### src/rtl/rect_fill_writer.sv
// Rectangle-fill frame-buffer writer: one pixel write per clock, clipped to FB_W x FB_H.
// Latency: first pixel on mem_* the cycle after accept; done pulses one cycle after the last pixel.
// Backpressure: cmd_ready is low while filling and in the done cycle; held commands wait, never dropped.
// Optional build macro RECT_FILL_CHECKER_EN adds cmd_color_alt for a checkerboard fill.
module rect_fill_writer #(
   parameter int FB_W       = 320,
   parameter int FB_H       = 240,
   parameter int ADDR_WIDTH = 17,
   parameter int DATA_WIDTH = 12
) (
   input  logic                  clk,
   input  logic                  rst,
   input  logic                  cmd_valid,
   output logic                  cmd_ready,
   input  logic [9:0]            cmd_x,
   input  logic [8:0]            cmd_y,
   input  logic [9:0]            cmd_w,
   input  logic [8:0]            cmd_h,
   input  logic [DATA_WIDTH-1:0] cmd_color,
`ifdef RECT_FILL_CHECKER_EN
   input  logic [DATA_WIDTH-1:0] cmd_color_alt,
`endif
   output logic [ADDR_WIDTH-1:0] mem_addr,
   output logic                  mem_we,
   output logic [DATA_WIDTH-1:0] mem_wdata,
   output logic                  busy,
   output logic                  done
);

   typedef enum logic [1:0] {S_IDLE, S_FILL, S_DONE} state_t;

   state_t                state_q, state_d;
   logic [9:0]            x_q, x_d;
   logic [8:0]            y_q, y_d;
   logic [9:0]            w_q, w_d;
   logic [8:0]            h_q, h_d;
   logic [9:0]            col_q, col_d;
   logic [8:0]            row_q, row_d;
   logic [DATA_WIDTH-1:0] color_q, color_d;
`ifdef RECT_FILL_CHECKER_EN
   logic [DATA_WIDTH-1:0] alt_q, alt_d;
`endif

   logic [10:0]           px;
   logic [9:0]            py;
   logic                  in_bounds;
   logic                  last_pos;
   logic [ADDR_WIDTH-1:0] pix_addr;
   logic [DATA_WIDTH-1:0] pix_data;

   // Pixel coordinate, clip test and address; widened so x+col can never wrap back on-screen.
   always_comb begin
      px        = {1'b0, x_q} + {1'b0, col_q};
      py        = {1'b0, y_q} + {1'b0, row_q};
      in_bounds = (32'(px) < 32'(FB_W)) && (32'(py) < 32'(FB_H));
      pix_addr  = ADDR_WIDTH'(32'(py) * 32'(FB_W) + 32'(px));
      last_pos  = (col_q == w_q - 10'd1) && (row_q == h_q - 9'd1);
`ifdef RECT_FILL_CHECKER_EN
      // Parity follows the rectangle-relative counters so the pattern is anchored to the rectangle.
      pix_data  = (col_q[0] ^ row_q[0]) ? alt_q : color_q;
`else
      pix_data  = color_q;
`endif
   end

   // State and captured-command registers.
   always_ff @(posedge clk) begin
      if (rst) begin
         state_q <= S_IDLE;
         x_q     <= '0;
         y_q     <= '0;
         w_q     <= '0;
         h_q     <= '0;
         col_q   <= '0;
         row_q   <= '0;
         color_q <= '0;
`ifdef RECT_FILL_CHECKER_EN
         alt_q   <= '0;
`endif
      end else begin
         state_q <= state_d;
         x_q     <= x_d;
         y_q     <= y_d;
         w_q     <= w_d;
         h_q     <= h_d;
         col_q   <= col_d;
         row_q   <= row_d;
         color_q <= color_d;
`ifdef RECT_FILL_CHECKER_EN
         alt_q   <= alt_d;
`endif
      end
   end

   // Next-state, raster counters and outputs; memory outputs stay zero outside FILL.
   always_comb begin
      state_d   = state_q;
      x_d       = x_q;
      y_d       = y_q;
      w_d       = w_q;
      h_d       = h_q;
      col_d     = col_q;
      row_d     = row_q;
      color_d   = color_q;
`ifdef RECT_FILL_CHECKER_EN
      alt_d     = alt_q;
`endif
      cmd_ready = 1'b0;
      busy      = 1'b0;
      done      = 1'b0;
      mem_we    = 1'b0;
      mem_addr  = '0;
      mem_wdata = '0;

      case (state_q)
         S_IDLE: begin
            cmd_ready = 1'b1;
            if (cmd_valid) begin
               x_d     = cmd_x;
               y_d     = cmd_y;
               w_d     = cmd_w;
               h_d     = cmd_h;
               color_d = cmd_color;
`ifdef RECT_FILL_CHECKER_EN
               alt_d   = cmd_color_alt;
`endif
               col_d   = '0;
               row_d   = '0;
               // Empty rectangles skip straight to the completion pulse.
               state_d = (cmd_w == 10'd0 || cmd_h == 9'd0) ? S_DONE : S_FILL;
            end
         end
         S_FILL: begin
            busy      = 1'b1;
            // Clipped positions still take their cycle so timing is data independent.
            mem_we    = in_bounds;
            mem_addr  = pix_addr;
            mem_wdata = pix_data;
            if (last_pos) begin
               state_d = S_DONE;
            end else if (col_q == w_q - 10'd1) begin
               col_d = '0;
               row_d = row_q + 9'd1;
            end else begin
               col_d = col_q + 10'd1;
            end
         end
         S_DONE: begin
            busy    = 1'b1;
            done    = 1'b1;
            state_d = S_IDLE;
         end
         default: begin
            state_d = S_IDLE;
         end
      endcase
   end

endmodule

### config.mk
export PLATFORM = sky130hd
export DESIGN_NAME = rect_fill_writer
export DESIGN_NICKNAME = d
export VERILOG_FILES = /design/src/rtl/rect_fill_writer.sv
export SDC_FILE = /design/constraint.sdc
export NUM_CORES = 1
export LEC_CHECK = 0
export CAP_MARGIN = 20
export CORE_ASPECT_RATIO = 1.2
export CORE_MARGIN = 2
export CORE_UTILIZATION = 45
export CTS_CLUSTER_SIZE = 20
export DETAILED_ROUTE_END_ITERATION = 10
export GPL_TIMING_DRIVEN = 0
export HOLD_SLACK_MARGIN = 0.12
export MAX_ROUTING_LAYER = met4
export PLACE_DENSITY = 0.69
export REMOVE_ABC_BUFFERS = 1
export SLEW_MARGIN = 15
export SYNTH_ARGS = -nofsm -noshare
export SYNTH_HDL_FRONTEND = slang
export SYNTH_SLANG_ARGS = --single-unit
### constraint.sdc
create_clock -name clk -period 6.4 [get_ports clk]
set_clock_uncertainty 0.2 [all_clocks]
set_input_delay 1.28 -clock clk [delete_from_list [all_inputs] [get_ports clk]]
set_output_delay 1.28 -clock clk [all_outputs]
set_load 0.02 [all_outputs]
After elaboration in Yosys (flattened, before gate mapping) --
Cells that the tools add are included.
Storage, ports and cells: bits in registers 71, input bits 53, logic and storage cells 56, output and inout port bits 33
Operators by class: $add $sub $neg 7, reductions and logical operators 12, magnitude comparators 2, $mul 1, mux-type cells 18, eq/ne operators 8
Operators by type and width (count):
- 2-to-1 mux 10 bit | 3
- 2-to-1 mux 9 bit | 3
- one-hot mux 10 bit (2 select lines) | 1
- one-hot mux 9 bit (2 select lines) | 1
- adder 17 x 11 -> 17 bit | 1
- 2-to-1 mux 17 bit | 1
- 2-to-1 mux 12 bit | 1
- adder 10 x 10 -> 11 bit | 1
- less-than comparator 11 x 9 -> 1 bit (second input constant) | 1
- multiplier 10 x 3 -> 11 bit (second input constant) | 1
- adder 10 x 1 -> 10 bit (second input constant) | 1
- adder 9 x 9 -> 10 bit | 1
- == test 10 bit | 1
- zero test 10 bit | 1
- less-than comparator 10 x 8 -> 1 bit (second input constant) | 1
- subtractor 10 x 1 -> 10 bit (second input constant) | 1
- adder 9 x 1 -> 9 bit (second input constant) | 1
- == test 9 bit | 1
- zero test 9 bit | 1
- subtractor 9 x 1 -> 9 bit (second input constant) | 1
- != test 2 bit (second input constant) | 4
- 2-to-1 mux 2 bit | 3
- 2-to-1 mux 1 bit | 4
- one-hot mux 2 bit (2 select lines) | 1
- 10 further kinds | 12

Longest topological paths before layout --
Gate-level depths: netlist (run 1).
word-level depth 5, mapped depth 16

Least setup slack after synthesis (run 1) --
Ideal clock, no wire load.
path kind reg2out, start register row_q[1], end output port mem_addr[16], slack 0.462 ns, arrival time 4.458 ns, buffers on the path 0, cell stages (with the launch flop) 15, required time 4.920 ns, cell sequence dfxtp_1 > ha_1 > a21oi_1 > o21ai_0 > a2111oi_0 > nor3b_1 > or3_1 > and2_1 > ha_1 > inv_1 > or4_1 > o311a_1 > or4_1 > a2111o_1 > nand4b_1
Between the ends: word-level cells in the longest chain between the ends 4
Ends and longest elaborated chain:
- start: declaration | RTL line 38 | logic [8:0] row_q, row_d;
- start signal: assignment | RTL line 87 | row_q <= row_d;
- adder 9 x 9 -> 10 bit | RTL line 54 | py = {1'b0, y_q} + {1'b0, row_q};
- multiplier 10 x 3 -> 11 bit | RTL line 56 | pix_addr = ADDR_WIDTH'(32'(py) * 32'(FB_W) + 32'(px));
- adder 17 x 11 -> 17 bit | RTL line 56
- 2-to-1 mux 17 bit | RTL line 115 | case (state_q)
- end: declaration | RTL line 23 | output logic [ADDR_WIDTH-1:0] mem_addr,
Every way passes these cells.

Worst setup path in the final report (run 1) --
start register row_q[4], end output port mem_addr[16]
Same word-level chain as after synthesis.

==> impl_metrics.yaml, run 1 <==
setup_path:
  r2r_end: "row_q[6]"
  max_stage_delay_ps: 570
  rrSetupSlack_ps: 2490
  r2r.worst_path.cells: 8
  reg2reg_from: "state_q[1]"
  start_kind: "flop"
  worstPathCellList: "ha_1, o21a_1, a2111oi_4, buf_4, o31a_1, or3_4, and2_1, ha_1, inv_1, or4_1, o311a_1, or4_4, a2111o_1, nand4b_1, buf_4"
  worstPathArrival_ps: 4750
  crit_family: "simple AND/OR/NAND/NOR gates"
  crit_buf_inv: 3
  crit_fanout: 6
  cp_slowest_cell: "or4_4"
  cp_data_required_time_ps: 4920
  critical_path_class: "flop to output pin"
  crit_path_end_kind: "output pin"
synthesis:
  netlist_area_sq_um: 5250
  synth_xor_area_share_pct: 8.270
  synth-simple-area-share_pct: 27.34
  synth_top_family_by_area: "simple AND/OR/NAND/NOR gates"
  synth_edf_count: 0
  yosys_warnings: 0
  synthCells: 685
  ys_async_sr_fraction_pct: 0
  synthMuxAreaShare_pct: 0.1907
  synth-seq-area-share_pct: 27.07
  synth-adder-area-share_pct: 11.53
  synth_compound_area_share_pct: 20.97
  postSynthAreaPerCell_sq_um: 7.664
  ys_ff_latch: 71
  synth-main-ff-cell: "dfxtp_1"
  synth_cell_types: 62
detailed_routing:
  wl_per_cell_um: 14.40
  dr.pass1.iters: 4
  drt_iter0_markers: 194
  drcViolationCount: 0
  final_antenna_net_count: 0
  viasPerCell: 5.575
  via_count: 5118
  drt_wl_total_mm: 13.22
global_route:
  grt_max_degree: 40
  antenna_found_initial: 0
  grt_pass1_wl_mm: 22.05
  overflow: 0
  grt_pass1_vias: 5052
  grtUsageTotal_pct: 22.24
floorplanning:
  die_area_sq_um: 12550
  row_count: 43
  io_pins: 86
  dieWidth_um: 102.6
  coreArea_sq_um: 11460
  start_util_pct: 45.81
  die_h_um: 122.3
finish:
  multi_input_area_sq_um: 3697
  final_net_count: 856
  filler_cell_count: 1045
  drive_gt1_share_pct: 8.147
  fin_util_pct: 58.40
  instances_no_fill: 918
  register_area_sq_um: 1429
  antenna_cells: 0
  area_growth_pct: 27.48
clock_tree:
  clkSinkCount: 71
  path_clk_slew_ps: 50
  insertion_delay_ps: 330
  clock-root-buffer: "clkbuf_16"
  cts_buffer_depth: 2
  htreeDepth: 3
  cts_tree: "yes"
  cts_buffers: 9
timing:
  finalHoldViolCount: 0
  timing.slew.headroom_pct: 31.74
  slew_violations: 0
  rsz0062_at_grt: "no"
  finalCritPeriodShare_pct: 97.29
  finalSetupViolCount: 0
  period_needed_ps: 6226
  fin_tns_setup_ps: 0
  fmax_ghz: 0.1606
  tightest_slew_ps: 1024
  finalWorstSetupSlack_ps: 173.6
min_path:
  min-delay-start: "color_q[1]"
  hold_depth: 2
  holdCritPathClass: "flop to flop"
  hold_path_end: "color_q[1]"
place:
  hpwl_mm: 9.908
  dp_slack_ps: -611.0
  place_inst: 899
  finalWeightedCongestion: 0.8235
  io_buffers: 85
job:
  cap_violations: 0
power:
  clkPwrFrac_pct: 34.1
  p_leak_nw: 2.516
  total_power_w: 0.001542
  switching_share_pct: 31.99
  intPower_w: 0.001049
  comb_power_share_pct: 32.4
  powerDensity_nw_per_um2: 230.5
  seqPwrFrac_pct: 33.5
  peakVddDrop_uv: 145.9
  p_switching_w: 0.0004934
status:
  outcome: "complete, no violations"
-- worst min-delay path, stage by stage, from the launching register on --
cell and delay (ps):
dfxtp_1 300, nand2_1 50, a21oi_1 50
-- repair_timing --
item,in CTS,in global routing
setup buffers,1,2
pin swaps,1,7
resized for setup,18,15
setup endpoints to repair,2,2
hold buffers,0,0
-- flip-flops by register name, summed over array words and instances (netlist names) --
register	flops
col_q	10
color_q	12
h_q	9
row_q	9
state_q	2
w_q	10
x_q	10
y_q	9
-- Yosys cell counts, drive strengths merged, types with 12 or more instances --
library cell  number  area [sq um]
nand2            122         457.9
a21oi             90         450.4
dfxtp             71          1421
ha                42         525.5
nor2              31         123.9
inv               29         108.9
xnor2             28         245.2
clkbuf            24         90.09
o21ai             22         113.9
and2              19         118.9
xor2              19         166.4
nor3              18         90.09
nand3             16         80.08
or4               16         123.9
o31ai             12         90.09
or3               12         75.07
-- area by class of cell --
| cell class | instances | share of cell area (%) |
|---|---|---|
| Multi-Input combinational cell | 554 | 55.24 |
| Sequential cell | 71 | 21.35 |
| Timing Repair Buffer | 92 | 14.17 |
| Clock buffer | 11 | 3.627 |
| Tap cell | 157 | 2.935 |
| Inverter | 29 | 1.626 |
| Clock inverter | 4 | 1.047 |
-- kinds of logic after synthesis --
group | count (synthesis)
and+or+nand+nor | 280
AOI/OAI and AO/OA | 179
DFF | 71
buffers and inverters | 60
xor gates and xnor gates | 48
adders and majority gates | 46
muxes | 1
-- how the worst max path moves through the flow --
| stage | to | slack (ps) | cells after the start | from |
|---|---|---|---|---|
| detailed placement | mem_addr[16] | -610 | 15 | row_q[2] |
| CTS | mem_addr[16] | 20 | 17 | col_q[0] |
| floorplan | mem_addr[16] | 460 | 14 | row_q[1] |
| global placement | mem_addr[16] | -440 | 15 | row_q[1] |
| finish | mem_addr[16] | 170 | 15 | row_q[4] |
| global route | mem_addr[16] | 20 | 16 | row_q[2] |
-- placed cells by master (no fill, tap or decap), types with 18 or more instances in the layout --
cell type / synthesis / final
nor2_1: 30 / 30
xnor2_1: 28 / 27
and2_1: 19 / 18
xor2_1: 19 / 18
inv_1: 29 / 29
a21oi_1: 90 / 86
clkdlybuf4s50_1: 0 / 83
nand2_1: 122 / 121
ha_1: 42 / 39
dfxtp_1: 71 / 67
-- per-stage QoR --
stage,instance area (sq um),hold slack [ps]
2_1_floorplan,5116,225.7
4_1_cts,6624,250.6
3_3_place_gp,6163,237.6
5_1_grt,6693,268.9
6_report,6693,248.4
3_5_place_dp,6237,244.7
-- per-layer routing --
metal / GRT usage [%] / routed length [um] / vias up
li1: - / - / 2594
met2: 38.97 / 6819 / 99
met3: 3.303 / 409 / 16
met1: 25.80 / 5786 / 2409
met5: - / 0 / -
met4: 7.417 / 203 / 0
-- power by group through the flow --
stage | logic (W) | registers (W) | clock network, W
final | 0.000500 | 0.000517 | 0.000525
after global routing | 0.000555 | 0.000522 | 0.000554
after global placement | 0.000458 | 0.000524 | 0
after detailed placement | 0.000486 | 0.000526 | 0
after CTS | 0.000494 | 0.000518 | 0.000535
after floorplan | 0.000324 | 0.000516 | 0
Power figures use the tool's default switching activity.
==> inputs of run 2 (changes only) <==
--- a/config.mk
+++ b/config.mk
@@ -5,7 +5,6 @@
 export SDC_FILE = /design/constraint.sdc
 export NUM_CORES = 1
 export LEC_CHECK = 0
-export CAP_MARGIN = 20
 export CORE_ASPECT_RATIO = 1.2
 export CORE_MARGIN = 2
 export CORE_UTILIZATION = 45
==> run 2 against run 1 <==
Combinational power barely moved. Utilization decreased by 0.065 points. Largest cell class unchanged. Cell area fell by 0.11%. Largest power group unchanged. Sequential power hardly changed. Critical path depth unchanged.
==> impl_metrics.yaml, run 2 (synthesized netlist as in run 1, its figures left out) <==
global_route:
  met1_usage_pct: 25.80
  grtUsageMet2_pct: 38.97
  antenna_found_initial: 0
  grt_pass1_vias: 5052
  top_usage_layer: "met2"
  overflow: 0
  grt_pass1_wl_mm: 22.05
  grt_max_degree: 40
  use_met3_pct: 3.303
  grtUsageTotal_pct: 22.24
clock_tree:
  cts_buffer_depth: 2
  clkSinkCount: 71
  insertion_delay_ps: 330
  cts_hold_buf: 0
  cts_buffers: 9
  path_clk_slew_ps: 50
  htreeDepth: 3
  cts_tree: "yes"
  clock-root-buffer: "clkbuf_16"
floorplanning:
  die_h_um: 122.3
  io_pins: 86
  row_count: 43
  dieWidth_um: 102.6
  start_util_pct: 45.81
  coreArea_sq_um: 11460
  die_area_sq_um: 12550
setup_path:
  crit_fanout: 6
  critical_path_class: "flop to output pin"
  worstPathArrival_ps: 4750
  cp_data_required_time_ps: 4920
  cp_slowest_cell: "or4_4"
  crit_path_end_kind: "output pin"
  start_kind: "flop"
  worstPathCellList: "ha_1, o21a_1, a2111oi_4, buf_4, o31a_1, or3_4, and2_1, ha_1, inv_1, or4_1, o311a_1, or4_4, a2111o_1, nand4b_1, buf_4"
  max_stage_delay_ps: 570
timing:
  slew_violations: 0
  finalHoldViolCount: 0
  timing.slew.headroom_pct: 25.81
  fin_tns_setup_ps: 0
  period_needed_ps: 6229
  finalCritPeriodShare_pct: 97.33
  finalWorstSetupSlack_ps: 171.1
  finalSetupViolCount: 0
  fmax_ghz: 0.1605
  hold_slack_ps: 248.4
  tightest_slew_ps: 1105
  rsz0062_at_grt: "no"
detailed_routing:
  final_antenna_net_count: 0
  dr.pass1.iters: 4
  drt_wl_total_mm: 13.25
  drcViolationCount: 0
  drt_iter0_markers: 207
  viasPerCell: 5.588
  wl_per_cell_um: 14.45
  via_count: 5124
min_path:
  holdCritPathClass: "flop to flop"
finish:
  final_cell_mix: "nand2_1 (121), a21oi_1 (86), clkdlybuf4s50_1 (83)"
  antenna_cells: 0
  fin_util_pct: 58.34
  area_growth_pct: 27.34
  final_net_count: 855
  drive_gt1_share_pct: 8.026
  largest-register: "color_q"
  largest_reg_flops: 12
  layout_commonest_cell: "nand2_1"
place:
  io_buffers: 85
  finalWeightedCongestion: 0.8235
  hpwl_mm: 9.908
  dp_slack_ps: -611.0
power:
  powerDensity_nw_per_um2: 230.7
  total_power_w: 0.001542
  peakVddDrop_uv: 176.9
  p_leak_nw: 2.512
status:
  outcome: "complete, no violations"
job:
  cap_violations: 0
==> run 2: worst paths after layout <==
kind / start / endpoint / slack (ps) / cells after the start
hold reg to reg: color_q[1] / color_q[1] / 250 / 2
setup / recovery: row_q[4] / mem_addr[16] / 170 / 15
hold / removal: color_q[1] / color_q[1] / 250 / 2
setup reg to reg: state_q[1] / row_q[6] / 2350 / 7
==> run 2: layout make-up <==
| type | count | area, sq um |
|---|---|---|
| inverter | 29 | 108.9 |
| tap | 157 | 196.4 |
| sequential | 71 | 1429 |
| timing repair buffer | 91 | 940.9 |
| fill | 1046 | 4775 |
| clock buffer | 11 | 242.7 |
| multi-input combinational | 554 | 3697 |
| clock inverter | 4 | 70.07 |
==> run 2: where the power goes <==
| group | internal [W] | leakage (nW) | switching, W |
|---|---|---|---|
| logic | 0.000220 | 1.77 | 0.000278 |
| clock network | 0.000348 | 0.155 | 0.000179 |
| registers | 0.000479 | 0.583 | 0.0000380 |
| total | 0.00105 | 2.51 | 0.000495 |
==> run 2: critical path, delay by kind of cell (launching register included) <==
kind | cells | cell delay, ps
and+or+nand+nor | 5 | 1740
DFF | 1 | 370
adders and majority gates | 2 | 680
AOI/OAI and AO/OA | 5 | 1260
buffers and inverters | 3 | 370
==> run 2: repair_timing <==
action,CTS,global route
setup buffers,1,2
resized for setup,18,15
pin swaps,1,7
endpoints found under the setup margin,2,2
==> run 2: per-stage QoR <==
step,std cells,cell area [sq um]
6_report,917,6685
5_1_grt,917,6685
4_1_cts,915,6624
3_5_place_dp,899,6237
3_3_place_gp,896,6163
2_1_floorplan,654,5116
==> run 2: per-layer routing <==
metal	vias to the layer above	routed length [um]
met2	107	6799
met3	20	413
met1	2405	5817
met4	0	223
met5	-	0
li1	2592	-
==> inputs of run 3 (changes only) <==
--- a/config.mk
+++ b/config.mk
@@ -8,7 +8,6 @@
 export CORE_ASPECT_RATIO = 1.2
 export CORE_MARGIN = 2
 export CORE_UTILIZATION = 45
-export CTS_CLUSTER_SIZE = 20
 export DETAILED_ROUTE_END_ITERATION = 10
 export GPL_TIMING_DRIVEN = 0
 export HOLD_SLACK_MARGIN = 0.12
==> results of run 3 <==
Same layout as run 2: the final DEF is identical, and so are final timing and power.
